<file path="src/rtl/bus85_slave.sv">
`timescale 1ns/1ps
// bus85_slave -- 8085 bus responder on the peripheral/memory side.
//
// Demultiplexes the AD bus with ALE, decodes IO/M_ + S1/S0 against a memory
// window, an I/O port window and (optionally) interrupt acknowledge, holds
// READY low while a single-request local handshake runs, and drives read
// data back onto AD while the CPU strobe is low.
//
// Ports:
//   clk_, rst_          clock; asynchronous active-high reset
//   ale, iom_, s1, s0   CPU address-latch strobe and bus-cycle status
//   rd_, wr_, inta_     CPU strobes, active low
//   a_hi, ad_i          A15..A8 and AD7..AD0 as seen on the bus
//   ad_o, ad_oe         read data / opcode and its bus drive enable
//   ready, ready_oe     READY to CPU and ownership of the READY line
//   loc_*               local request side: address, I/O flag, one-cycle
//                       rd/wr pulses, write data, read data + ack
//   err                 one-cycle pulse when the local ack timed out
module bus85_slave #(
    parameter logic [15:0] MEM_BASE = 16'h0000,
    parameter logic [15:0] MEM_MASK = 16'hF000,
    parameter logic [7:0]  IO_BASE  = 8'h00,
    parameter logic [7:0]  IO_MASK  = 8'hF0,
    parameter int unsigned WAITS    = 0,
    parameter int unsigned TIMEOUT  = 15,
    parameter bit          INTA_EN  = 1'b0,
    parameter logic [7:0]  INTA_OPC = 8'hFF
) (
    input  logic        clk_,
    input  logic        rst_,
    input  logic        ale,
    input  logic        iom_,
    input  logic        s1,
    input  logic        s0,
    input  logic        rd_,
    input  logic        wr_,
    input  logic        inta_,
    input  logic [7:0]  a_hi,
    input  logic [7:0]  ad_i,
    output logic [7:0]  ad_o,
    output logic        ad_oe,
    output logic        ready,
    output logic        ready_oe,
    output logic [15:0] loc_addr,
    output logic        loc_io,
    output logic        loc_rd,
    output logic        loc_wr,
    output logic [7:0]  loc_wdata,
    input  logic [7:0]  loc_rdata,
    input  logic        loc_ack,
    output logic        err
);

    typedef enum logic [2:0] {S_IDLE, S_LATCH, S_REQ, S_WAIT, S_DONE} state_t;

    state_t      state_q;
    logic [7:0]  ad_q;
    logic        ready_q, ready_oe_q;
    logic [15:0] addr_q;
    logic        io_q, rd_q, wr_q, err_q;
    logic [7:0]  wdata_q;
    logic        inta_q;     // current cycle decoded as interrupt acknowledge
    logic        cyc_wr_q;   // current cycle is a write (no AD drive)
    logic        acked_q;
    logic [3:0]  wcnt_q;
    logic [7:0]  tcnt_q;

    // Address decode, evaluated whenever ALE is sampled.
    logic        io_type_d, mem_hit_d, io_hit_d, inta_hit_d, hit_d;
    logic [15:0] addr_d;
    logic        strobe;
    logic        ack_now;

    always_comb begin
        io_type_d  = iom_ & (s1 ^ s0);
        mem_hit_d  = ~iom_ & (s1 | s0) & (MEM_MASK != 16'h0000) &
                     ((({a_hi, ad_i}) & MEM_MASK) == (MEM_BASE & MEM_MASK));
        io_hit_d   = io_type_d & (IO_MASK != 8'h00) &
                     ((ad_i & IO_MASK) == (IO_BASE & IO_MASK));
        inta_hit_d = iom_ & s1 & s0 & INTA_EN;
        hit_d      = mem_hit_d | io_hit_d | inta_hit_d;
        // I/O ports only carry 8 address bits; A15..A8 is a mirror of them.
        addr_d     = io_type_d ? {8'h00, ad_i} : {a_hi, ad_i};
    end

    assign strobe  = ~rd_ | ~wr_ | ~inta_;
    // INTA has nothing to acknowledge locally; it completes on the wait count.
    assign ack_now = acked_q | loc_ack | inta_q;

    always_ff @(posedge clk_ or posedge rst_) begin
        if (rst_) begin
            state_q    <= S_IDLE;
            ad_q       <= 8'h00;
            ready_q    <= 1'b1;
            ready_oe_q <= 1'b0;
            addr_q     <= 16'h0000;
            io_q       <= 1'b0;
            rd_q       <= 1'b0;
            wr_q       <= 1'b0;
            wdata_q    <= 8'h00;
            err_q      <= 1'b0;
            inta_q     <= 1'b0;
            cyc_wr_q   <= 1'b0;
            acked_q    <= 1'b0;
            wcnt_q     <= 4'd0;
            tcnt_q     <= 8'd0;
        end else begin
            rd_q  <= 1'b0;
            wr_q  <= 1'b0;
            err_q <= 1'b0;
            case (state_q)
                S_IDLE: begin
                    if (ale) begin
                        addr_q <= addr_d;
                        io_q   <= io_type_d;
                        inta_q <= inta_hit_d;
                        if (hit_d) begin
                            state_q    <= S_LATCH;
                            ready_q    <= 1'b0;
                            ready_oe_q <= 1'b1;
                        end
                    end
                end
                S_LATCH: begin
                    if (strobe) begin
                        cyc_wr_q <= ~wr_ & ~inta_q;
                        rd_q     <= wr_ & ~inta_q;
                        wr_q     <= ~wr_ & ~inta_q;
                        if (!wr_)
                            wdata_q <= ad_i;
                        if (inta_q)
                            ad_q <= INTA_OPC;
                        state_q <= S_REQ;
                    end else if (ale) begin
                        // Bus idle cycle (e.g. DAD): a fresh ALE replaces the
                        // decode; a miss releases READY.
                        addr_q <= addr_d;
                        io_q   <= io_type_d;
                        inta_q <= inta_hit_d;
                        if (!hit_d) begin
                            state_q    <= S_IDLE;
                            ready_q    <= 1'b1;
                            ready_oe_q <= 1'b0;
                        end
                    end
                end
                S_REQ: begin
                    if (!strobe) begin
                        state_q    <= S_IDLE;
                        ready_q    <= 1'b1;
                        ready_oe_q <= 1'b0;
                    end else begin
                        wcnt_q  <= 4'(WAITS);
                        tcnt_q  <= 8'(TIMEOUT);
                        acked_q <= 1'b0;
                        state_q <= S_WAIT;
                    end
                end
                S_WAIT: begin
                    if (!strobe) begin
                        // Strobe released early: abandon the request.
                        state_q    <= S_IDLE;
                        ready_q    <= 1'b1;
                        ready_oe_q <= 1'b0;
                    end else begin
                        if (loc_ack) begin
                            acked_q <= 1'b1;
                            if (!cyc_wr_q && !inta_q)
                                ad_q <= loc_rdata;
                        end
                        wcnt_q <= (wcnt_q != 4'd0) ? wcnt_q - 4'd1 : 4'd0;
                        tcnt_q <= (tcnt_q != 8'd0) ? tcnt_q - 8'd1 : 8'd0;
                        if (ack_now && wcnt_q == 4'd0) begin
                            state_q <= S_DONE;
                            ready_q <= 1'b1;
                        end else if (!ack_now && tcnt_q <= 8'd1) begin
                            // Timeout counter reaches 0 this cycle; an ack in
                            // the same cycle is handled by the branch above.
                            state_q <= S_DONE;
                            ready_q <= 1'b1;
                            ad_q    <= 8'hFF;
                            err_q   <= 1'b1;
                        end
                    end
                end
                S_DONE: begin
                    if (rd_ && wr_ && inta_) begin
                        state_q    <= S_IDLE;
                        ready_oe_q <= 1'b0;
                    end
                end
                default: state_q <= S_IDLE;
            endcase
        end
    end

    // Drive AD only while the CPU read/INTA strobe is low, so release follows
    // the strobe combinationally.
    assign ad_oe = ((state_q == S_WAIT) || (state_q == S_DONE)) && !cyc_wr_q &&
                   (!rd_ || !inta_);

    assign ad_o      = ad_q;
    assign ready     = ready_q;
    assign ready_oe  = ready_oe_q;
    assign loc_addr  = addr_q;
    assign loc_io    = io_q;
    assign loc_rd    = rd_q;
    assign loc_wr    = wr_q;
    assign loc_wdata = wdata_q;
    assign err       = err_q;

endmodule
</file>
<file path="config.mk">
export PLATFORM = sky130hd
export DESIGN_NAME = bus85_slave
export DESIGN_NICKNAME = d
export VERILOG_FILES = /design/src/rtl/bus85_slave.sv
export SDC_FILE = /design/constraint.sdc
export NUM_CORES = 1
export LEC_CHECK = 0
export ABC_AREA = 1
export BUFFER_PORTS_ARGS = -buffer_cell sky130_fd_sc_hd__buf_2
export CORE_ASPECT_RATIO = 0.6
export CORE_MARGIN = 10
export CORE_UTILIZATION = 47
export DETAILED_ROUTE_END_ITERATION = 7
export PLACE_DENSITY = 0.75
export SYNTH_ARGS = -nofsm -noshare
export SYNTH_HDL_FRONTEND = slang
export SYNTH_SLANG_ARGS = --single-unit
export TNS_END_PERCENT = 50
</file>
<file path="constraint.sdc">
create_clock -name clk_ -period 1.4 [get_ports clk_]
set_input_delay 0 -clock clk_ [delete_from_list [all_inputs] [get_ports clk_]]
set_output_delay 0 -clock clk_ [all_outputs]
set_load 0.02 [all_outputs]
</file>
Yosys cells after proc, flatten, opt, wreduce, memory -nomap -nowiden
Cells that the tools add are included.
{ "op_classes": {"addsub": 2, "n_lt_le_gt_ge": 1, "n_eq_ne": 20, "mux": 67, "n_bitwise": 18, "reduce_logical": 35} }
{ "op_table": {"columns": ["operator", "n"], "rows": [
  ["two-way mux 8 bit", 10],
  ["two-way mux 16 bit", 3],
  ["one-hot mux 16 bit (2 select lines)", 1],
  ["one-hot mux 8 bit (2 select lines)", 2],
  ["two-way mux 1 bit", 31],
  ["two-way mux 3 bit", 9],
  ["!= test 2 bit (second input constant)", 13],
  ["zero test 16 bit", 1],
  ["AND reduction 8 bit", 2],
  ["one-hot mux 3 bit (5 select lines)", 1],
  ["two-way mux 4 bit", 3],
  ["nonzero test 4 bit", 3],
  ["less-or-equal comparator 8 x 1 -> 1 bit (second input constant)", 1],
  ["zero test 8 bit", 1],
  ["one-hot mux 1 bit (4 select lines)", 2],
  ["one-hot mux 4 bit (2 select lines)", 1],
  ["AND reduction 4 bit", 2],
  ["nonzero test 8 bit", 1],
  ["subtractor 8 x 1 -> 8 bit (second input constant)", 1],
  ["logical AND 1 bit", 7],
  ["AND 1 bit", 6],
  ["== test 3 x 2 -> 1 bit (second input constant)", 2],
  ["!= test 3 bit (second input constant)", 2],
  ["OR 1 bit", 6],
  ["17 further kinds", 32]
]} }
{ "word_totals": {"ff_bits": 56, "in_bits": 34, "output_inout_bits": 39, "elab_cells": 158} }

Logic depth before layout (Yosys ltp)
Gate-level depths: netlist (run 1).
{ "depth": {"depth_word": 8, "mapped_depth": 11, "depth_no_buf": 11} }

Worst setup path before layout (run 1)
OpenSTA, ideal clock, no wires.
{ "synth_timing": {"path_type": "flip-flop to flip-flop", "from": "reg tcnt_q[0]", "to": "reg state_q[0]", "setup_ps": 66, "arrival_ps": 1260, "required_ps": 1334, "slack_ps": 74, "path_stages_with_launch": 11, "path_buffers": 0, "path_cell_list": "dfrtp_1 > inv_1 > ha_1 > inv_1 > nand2_1 > nand3_1 > nor2_1 > nor2_1 > nor2_1 > nand4_1 > nand2_1"} }
{ "synth_between": {"elab_chain_cells": 4} }
{ "synth_rtl": {"columns": ["item", "line", "text"], "rows": [
  ["start: declaration", "66", "logic [7:0] tcnt_q;"],
  ["start signal: assignment", "154", "tcnt_q <= 8'(TIMEOUT);"],
  ["start signal: assignment", "172", "tcnt_q <= (tcnt_q != 8'd0) ? tcnt_q - 8'd1 : 8'd0;"],
  ["less-or-equal comparator 8 x 1 -> 1 bit", "176", "end else if (!ack_now && tcnt_q <= 8'd1) begin"],
  ["logical AND 1 bit", "176", null],
  ["!= test 4 bit (no line)", null, null],
  ["AND reduction 6 bit (no line)", null, null],
  ["end signal: assignment", "174", "state_q <= S_DONE;"],
  ["end signal: assignment", "179", "state_q <= S_DONE;"],
  ["end signal: assignment", "188", "state_q <= S_IDLE;"],
  ["end: declaration", "56", "state_t state_q;"]
]} }
Every way passes these cells.
A chain may end at the register's enable or synchronous reset.

Final worst setup path (run 1)
{ "layout_timing": {"from": "reg tcnt_q[1]", "to": "reg state_q[0]"} }
Same word-level chain as after synthesis.

==> flow_results.org, run 1 <==
** Critical path
- In this run the register-to-register setup slack is -0.18 ns.
- The critical path goes through inv_2, ha_4, inv_1, nand2_1, nand3_2, nor2_4, nor2_2, nor2_2, nand4_1, nand2_1.
- In this run the critical register-to-register path is captured at state_q[0].
- Required time at the worst-slack endpoint :: 1.65 ns
- STA puts the critical path data arrival time at 1.83 ns.
- Element type at the critical path start :: register
- Family with the most delay on the worst path :: simple AND/OR/NAND/NOR gates
- Endpoint kind of the worst setup timing path :: register
- The largest single stage delay on the critical path is between 0.3 and 0.4 ns.
- Reg-to-reg startpoint :: tcnt_q[1]
- Of all nets on the critical path, the largest fanout is 3.
- The worst register-to-register path has a depth of 10.
- By startpoint and endpoint, the worst setup path is classified as reg -> reg.
- Crit path max-delay cell type :: sky130_fd_sc_hd__dfrtp_1
- Buffers & Inverters on Critical Path :: 2

** Routing
- Remaining antenna violation count :: 0
- After detailed routing, the average wire length per cell comes to 18.7 um.
- Total via count in the routed design :: 3012
- The routed design has 10300 um of wire.
- Drc violations :: 0
- Detailed router's first-iteration violation count :: 299
- Count of TritonRoute iterations in the first routing pass :: 5
- In the routed layout, each cell is associated on average with a via count of 5.45.

** Synthesis
- Cell types with the largest area share after synthesis :: sky130_fd_sc_hd__dfrtp_1 49%, sky130_fd_sc_hd__nand2_1 12%, sky130_fd_sc_hd__o21ai_2 5.4%
- Among all flip-flop cells after synthesis, the most frequent one is sky130_fd_sc_hd__dfrtp_1.
- Gate count of the mapped netlist :: 330
- Among all cell types in the netlist, the one instantiated most often is sky130_fd_sc_hd__nand2_1.
- The synthesized design contains 0 enable-type register cells.
- After synthesis, the netlist uses 27 different library cells.
- Yosys synthesis warning count :: 0
- Cell type with the largest total area after synthesis :: sky130_fd_sc_hd__dfrtp_1
- Syn_nets :: 369
- Share of the synthesized area in the top cell type :: 0.491
- Synthesized area per cell :: about 8.3 um^2
- For this run, the register share of the synthesized area comes to 0.500.
- Mapped cell area :: 2750 um^2
- In the synthesized netlist the async set-or-reset flop fraction comes to 1.00.
- Counting instances in the post-synthesis netlist gives the leading cell types as 85 x sky130_fd_sc_hd__nand2_1, 54 x sky130_fd_sc_hd__dfrtp_1, 39 x sky130_fd_sc_hd__inv_1, 39 x sky130_fd_sc_hd__nor2_1, 25 x sky130_fd_sc_hd__nand3_1.
- After synthesis the netlist holds a flip-flop and latch count of 55.

** Clock tree
- The longest clock path from root to sink contains 2 buffers.
- TritonCTS built the clock tree.
- The later pin in the worst-skew pair is clocked with a latency of 0.32 ns.
- CTS HTree Levels :: 2
- Clock tree root buffer cell :: sky130_fd_sc_hd__clkbuf_8
- Inserted Clock Buffers :: 5
- Clk pin slew, worst setup/hold paths :: 0.11 ns
- The tree built by TritonCTS fans out to 55 sinks.

** Layout
- Nets@finish :: 511
- Post-layout instance area :: 4190 um^2
- From synthesis to final layout, the design area changed by 52.2%.
- Once layout is complete, the cells apart from fillers number around 550.
- At the end of the flow the core is filled with cells to 0.746.
- In the final layout, the share of cells above drive strength 1 is 0.433.
- 0 antenna diodes ended up in the layout.

** STA
- The tightest hold path in the finished design has a slack of 0.104 ns.
- Worst clock skew :: 0.0127 ns
- Once routing completed, OpenROAD measured the worst setup slack at -0.176 ns.
- Peak clock frequency supported by timing :: 635 MHz
- Setup repair after global routing missed its margin :: true
- Final TNS setup :: -2.49 ns
- Final Hold Vio Count :: 0
- Post-route clock period utilization :: 1.13
- Worst relative slew slack :: 0.632
- At the pin with the least slew margin, the transition time is 0.550 ns.
- The routed design could run at a clock period as short as 1.58 ns.
- The number of slew-limit violations in the final report was 0.
- Setup violations remaining at the end of the flow were counted as 40.

** Power
- Tot Pwr :: between 9 and 10 mW
- Worst vdd ir :: 0.970 mV
- Power Density :: 2170 nW/um^2
- Standby leakage power :: 2.18 nW

** GRT
- Total congestion overflow :: 0
- The via count of the first global-routing pass is 2754.
- The number of antenna violations at the first check in global routing was 0.
- Total global routing track utilization :: 0.177
- Pin count of the biggest net entering global routing :: between 50 and 60
- The first global-routing pass estimated between 10000 and 15000 um of wire.

** Hold path
- For hold timing, the worst endpoint is loc_io.
- Number of cells traversed by the worst hold path :: 4
- Path type of the worst min-delay path :: in -> reg
- The worst hold path begins at iom_.

** Status
- Violations in the final reports :: setup timing
- The run finished, with violations left.

** Die
- I/O pin count :: 73
- The floorplan step defined a core boundary enclosing 5620 um^2.
- The initial utilization of the core area, before any placement, comes to 0.490.
- Die Ht :: 79.3 um
- Row generation in the floorplan step produced 21 rows.
- The die covers 9420 um^2.
- The die is around 120 um wide.

** Placement
- At the end of routability-driven placement, the weighted congestion stood at 0.912.
- # port buffers :: 72
- Standard cell area after detailed placement :: 3370 um^2
- Summed over all nets, the half-perimeter wirelength after detailed placement is 5500 um.
- In this run, placement finished with an instance count of 502.
- Post-Place Worst Slack :: -0.120 ns

** Flow run
- Across the run, the number of max-cap violations was 0.
layout by cell type, fill, tap and decap left out, types with 2 or more instances in the layout:
cell type,count
sky130_fd_sc_hd__nor3_2,2
sky130_fd_sc_hd__inv_4,2
sky130_fd_sc_hd__clkbuf_8,5
sky130_fd_sc_hd__ha_4,3
sky130_fd_sc_hd__o21ai_0,14
sky130_fd_sc_hd__a21oi_1,8
sky130_fd_sc_hd__inv_2,10
sky130_fd_sc_hd__nand2_2,16
sky130_fd_sc_hd__xor2_1,4
sky130_fd_sc_hd__o21ai_1,5
sky130_fd_sc_hd__nand2_4,2
sky130_fd_sc_hd__dlygate4sd3_1,26
sky130_fd_sc_hd__buf_4,23
sky130_fd_sc_hd__a21oi_2,2
sky130_fd_sc_hd__dfrtp_1,52
sky130_fd_sc_hd__buf_6,14
sky130_fd_sc_hd__nand3_2,4
sky130_fd_sc_hd__buf_2,71
sky130_fd_sc_hd__nand3_1,21
sky130_fd_sc_hd__nor2_4,9
sky130_fd_sc_hd__nor2_1,26
sky130_fd_sc_hd__nand4_1,7
sky130_fd_sc_hd__buf_12,2
sky130_fd_sc_hd__inv_1,30
sky130_fd_sc_hd__o21ai_2,18
sky130_fd_sc_hd__ha_1,2
sky130_fd_sc_hd__clkbuf_16,2
sky130_fd_sc_hd__nand2_1,69
sky130_fd_sc_hd__nand3_4,3
sky130_fd_sc_hd__dfrtp_2,2
sky130_fd_sc_hd__clkinvlp_4,2
sky130_fd_sc_hd__nor2_2,7
worst register-to-register path, stage by stage (launching register included):
cell,delay [ns]
sky130_fd_sc_hd__dfrtp_1,0.39
sky130_fd_sc_hd__inv_2,0.12
sky130_fd_sc_hd__ha_4,0.15
sky130_fd_sc_hd__inv_1,0.04
sky130_fd_sc_hd__nand2_1,0.11
sky130_fd_sc_hd__nand3_2,0.12
sky130_fd_sc_hd__nor2_4,0.14
sky130_fd_sc_hd__nor2_2,0.07
sky130_fd_sc_hd__nor2_2,0.14
sky130_fd_sc_hd__nand4_1,0.11
sky130_fd_sc_hd__nand2_1,0.13
how the worst max path moves through the flow:
stage / slack (ns) / from / cells past startpoint / end
6_report: -0.18 / tcnt_q[1] / 10 / state_q[0]
2_1_floorplan: 0.06 / rst_ / 1 / acked_q
3_5_place_dp: -0.12 / tcnt_q[0] / 8 / ad_o[5]
3_3_place_gp: -0.01 / tcnt_q[1] / 8 / ad_o[0]
5_1_grt: -0.26 / wr_ / 10 / state_q[0]
4_1_cts: -0.05 / tcnt_q[0] / 10 / state_q[2]
area by class of cell:
type / count / area (um^2)
clock inverters: 3 / 20.0
well taps: 80 / 100
inverters: 42 / 163
clock buffers: 5 / 68.8
flip-flops and latches: 55 / 1380
multi-input cells: 230 / 1430
repair buffers: 138 / 1040
fillers: 386 / 1430
registers in the layout, indices dropped and copies added (netlist names):
register   cells
loc_wdata      8
cyc_wr_q       1
wcnt_q         4
loc_wr         1
ready_oe       1
state_q        3
err            1
ready          1
loc_rd         1
loc_io         1
ad_o           8
loc_addr      16
acked_q        1
tcnt_q         8
power by group:
part	internal [mW]	switching (mW)	total [mW]
sequential	2.24	0.473	2.72
clock	0.350	0.553	0.902
combinational	2.14	3.33	5.48
total	4.74	4.36	9.09
kinds of logic (layout without fill, tap and decap cells):
kind of cell             count (synthesis)  after routing  share of synthesized area
AO/OA/AOI/OAI                           52             52                      0.125
XOR/XNOR                                 4              4                     0.0127
adder cells (fa/ha/maj)                  5              5                     0.0227
buffers and inverters                   47            188                     0.0781
flip-flops                              55             55                      0.500
AND/OR/NAND/NOR                        167            169                      0.261
repair_timing:
item / in CTS / in global routing
resized for setup: 26 / 66
gates cloned: 1 / 4
pin swaps: 8 / 18
endpoints found under the setup margin: 37 / 50
endpoints found under the hold margin: 86 / 0
hold buffers: 26 / 0
setup buffers: 7 / 6
layer usage:
layer / part of all wire / up-vias / track usage
met5: 0 / - / 0
met4: 0.034 / 0 / 0.0607
met3: 0.086 / 43 / 0.0466
met2: 0.46 / 211 / 0.287
met1: 0.42 / 1407 / 0.225
li1: - / 1351 / -
Note: power is estimated with default switching activity, not from simulation.
==> run 2: changes to the inputs <==
--- a/config.mk
+++ b/config.mk
@@ -12,6 +12,7 @@
 export CORE_UTILIZATION = 47
 export DETAILED_ROUTE_END_ITERATION = 7
 export PLACE_DENSITY = 0.75
+export SKIP_CTS_REPAIR_TIMING = 1
 export SYNTH_ARGS = -nofsm -noshare
 export SYNTH_HDL_FRONTEND = slang
 export SYNTH_SLANG_ARGS = --single-unit
==> run 2 against run 1 <==
  * Worst setup slack improved by 0.024 ns
  * Core utilization decreased by 3.3 points
  * Via count decreased by 3.2%
  * The flow still finishes with violations (setup timing)
  * Largest cell class is now flip-flops and latches
  * Die area unchanged
  * Flip-flop and latch count unchanged
  * Fmax increased by 1.5%
  * Sequential power decreased by 2%
==> flow_results.org, run 2 (same netlist as run 1, synthesis figures left out) <==
** GRT
- Total congestion overflow :: 0
- The number of antenna violations at the first check in global routing came to 0.
- Pin count of the biggest net entering global routing :: 56
- Total global routing track utilization :: 0.152
- The first global-routing pass estimated 12100 um of wire.
- Number of global-route vias before repair :: 2428

** STA
- Across the routed clock network, the largest skew measured is 0.00905 ns.
- Final Hold Vio Count :: 0
- The number of slew-limit violations in the final report came to 0.
- Tightest Pin Transition :: around 0.45 ns
- Of the available clock period, the critical path in the final layout requires 1.11.
- Worst relative slew slack :: 0.700
- Setup repair after global routing missed its margin :: true
- Final critical path time including I/O delays and setup :: 1.55 ns
- Setup WS post-layout :: -0.152 ns
- Final Hold Slack :: 0.0993 ns
- Timing would allow up to 644 MHz.
- Adding up every negative setup slack in the final design gives -1.61 ns.
- Setup violations remaining at the end of the flow were counted as 35.

** Hold path
- The path with the worst hold slack has its endpoint at loc_io.
- Number of cells traversed by the worst hold path :: 4
- The worst hold path belongs to the class in -> reg.
- The startpoint identified for the worst hold timing path is iom_.

** Clock tree
- Inserted Clock Buffers :: 5
- Clock insertion delay at the later pin of the skew report :: around 0.32 ns
- Clock tree root buffer cell :: sky130_fd_sc_hd__clkbuf_8
- Clock-pin slew was measured on the worst setup and hold paths at ~0.1 ns.
- Clk sink count :: 55
- No sink is reached through more buffers than the 2 on the longest clock path.
- Clock tree from TritonCTS :: built
- CTS HTree Levels :: 2

** Status
- The flow ran to the end, but the final reports show violations.
- The checks that failed: setup timing.

** Layout
- Total area of multi-input combinational cells :: 1320 um^2
- Number of diodes added for antenna fixing :: 0
- Number of filler instances in the final layout :: about 410
- Layout overhead on the synthesized area :: 45.6%
- Leaving out fill and tap cells, the most frequent cell in the layout is sky130_fd_sc_hd__nand2_1.
- Proportion of layout cells with a drive suffix above 1 :: 0.384
- Most used cells in the layout excluding fill and tap cells :: 81 x sky130_fd_sc_hd__nand2_1, 71 x sky130_fd_sc_hd__buf_2, 52 x sky130_fd_sc_hd__dfrtp_1
- Registers take 1380 um^2.
- The register with the most flip-flops in the layout has 16 of them.
- Nets@finish :: 507

** Power
- Summed over all cells, the static leakage comes to ~2.1 nW.
- Worst vdd ir :: 1.02 mV
- For this design the ratio of total power to cell area is 2100 nW/um^2.

** Placement
- Routability Congestion :: a little over 0.9
- During placement, the flow inserted port buffers numbering 72.
- HPWL Detailed :: ~5500 um

** Critical path
- The signal on the critical path passes through inv_2, ha_4, inv_4, nand2_1, nand3_1, nor2_2, nor2_2, nor2_2, nand4_1, nand2_1.
- In this run the critical register-to-register path is captured at state_q[2].
- Crit Path Class :: reg -> reg
- For the worst setup path, the data required time is 1.65 ns.
- Worst Path Arrival :: between 1.5 and 2 ns
- In this run the critical register-to-register path is launched from tcnt_q[1].
- Worst path most repeated cell :: sky130_fd_sc_hd__nor2_2
- The number of buffers and inverters on the critical path is 2.
- Among all stages on the critical path, the largest delay is contributed by sky130_fd_sc_hd__dfrtp_1.
- Element type at the critical path start :: register
- Logic depth of the worst register-to-register path :: 10
- STA classifies the critical path endpoint as a register.
- Family with the most delay on the worst path :: simple AND/OR/NAND/NOR gates
- For this run, the slowest stage of the critical path takes 0.38 ns.
- Of all nets on the critical path, the largest fanout is 4.
- Worst reg-to-reg setup slack :: -0.15 ns

** Routing
- WL per Instance :: 16.6 um
- Drc violations :: 0
- Wires add up to 9110 um.
- Ratio of routed vias to standard cells :: 5.31
- After the first detailed-routing iteration, the DRC count stood at about 380.
- The detailed router placed 2915 vias in this run.
- The first detailed-routing pass ran for 6 iterations.
- In this run the remaining antenna-violating nets after routing total 0.

** Die
- The die covers ~9400 um^2.
- The region available for standard cell placement spans 5620 um^2.
- Initial cell density of the core :: 0.490
- FP Rows :: 21
- I/O pin count :: 73
- Die X :: about 120 um
- Die Ht :: 79.3 um

** Flow run
- Number of maximum-capacitance violations :: 0
==> run 2: cell count changes in the layout (fill, tap and decap cells not counted), sizes merged <==
cell / delta
buf: -3
clkbuf: -1
==> run 2: how the worst max path moves through the flow <==
stage | endpoint | cells past startpoint | start
5_1_grt | state_q[2] | 10 | tcnt_q[1]
2_1_floorplan | acked_q | 1 | rst_
3_3_place_gp | ad_o[0] | 8 | tcnt_q[1]
6_report | state_q[2] | 10 | tcnt_q[1]
3_5_place_dp | ad_o[5] | 8 | tcnt_q[0]
4_1_cts | ad_o[5] | 8 | tcnt_q[0]
==> run 2: cell type report <==
cell class	count	area share
sequential	55	0.344
multi-input combinational	230	0.330
timing repair buffer	134	0.237
inverter	42	0.0412
tap	80	0.0250
clock buffer	5	0.0172
clock inverter	3	0.00499
==> run 2: through the flow <==
stage | utilization | power (mW) | std cells | area (um^2) | worst slack, ns
3_3_place_gp | 0.599 | 6.48 | 502 | 3370 | -0.0132
2_1_floorplan | - | 5.23 | 330 | 2750 | 0.0587
4_1_cts | 0.615 | 7.50 | 510 | 3460 | -0.150
6_report | 0.713 | 8.42 | 549 | 4010 | -0.152
3_5_place_dp | 0.599 | 6.60 | 502 | 3370 | -0.120
5_1_grt | 0.713 | 9.00 | 549 | 4010 | -0.191
==> run 2: worst reg2reg max path: stages, from the launching register on <==
cell and delay (ns):
sky130_fd_sc_hd__dfrtp_1 0.38, sky130_fd_sc_hd__inv_2 0.12, sky130_fd_sc_hd__ha_4 0.17, sky130_fd_sc_hd__inv_4 0.04, sky130_fd_sc_hd__nand2_1 0.05, sky130_fd_sc_hd__nand3_1 0.08, sky130_fd_sc_hd__nor2_2 0.20, sky130_fd_sc_hd__nor2_2 0.07
sky130_fd_sc_hd__nor2_2 0.15, sky130_fd_sc_hd__nand4_1 0.11, sky130_fd_sc_hd__nand2_1 0.12
==> run 2: power breakdown <==
part	total [mW]	leakage, nW	switching, mW	internal [mW]
clock	0.892	0.0402	0.543	0.350
sequential	2.66	0.688	0.421	2.24
combinational	4.86	1.39	3.00	1.86
total	8.42	2.12	3.96	4.46
==> run 2: routing by layer <==
| metal | track usage | wire length [um] | vias up |
|---|---|---|---|
| met5 | 0 | 0 | - |
| met2 | 0.230 | 4110 | 171 |
| li1 | - | - | 1338 |
| met3 | 0.0367 | 708 | 40 |
| met1 | 0.212 | 3960 | 1366 |
| met4 | 0.0413 | 330 | 0 |
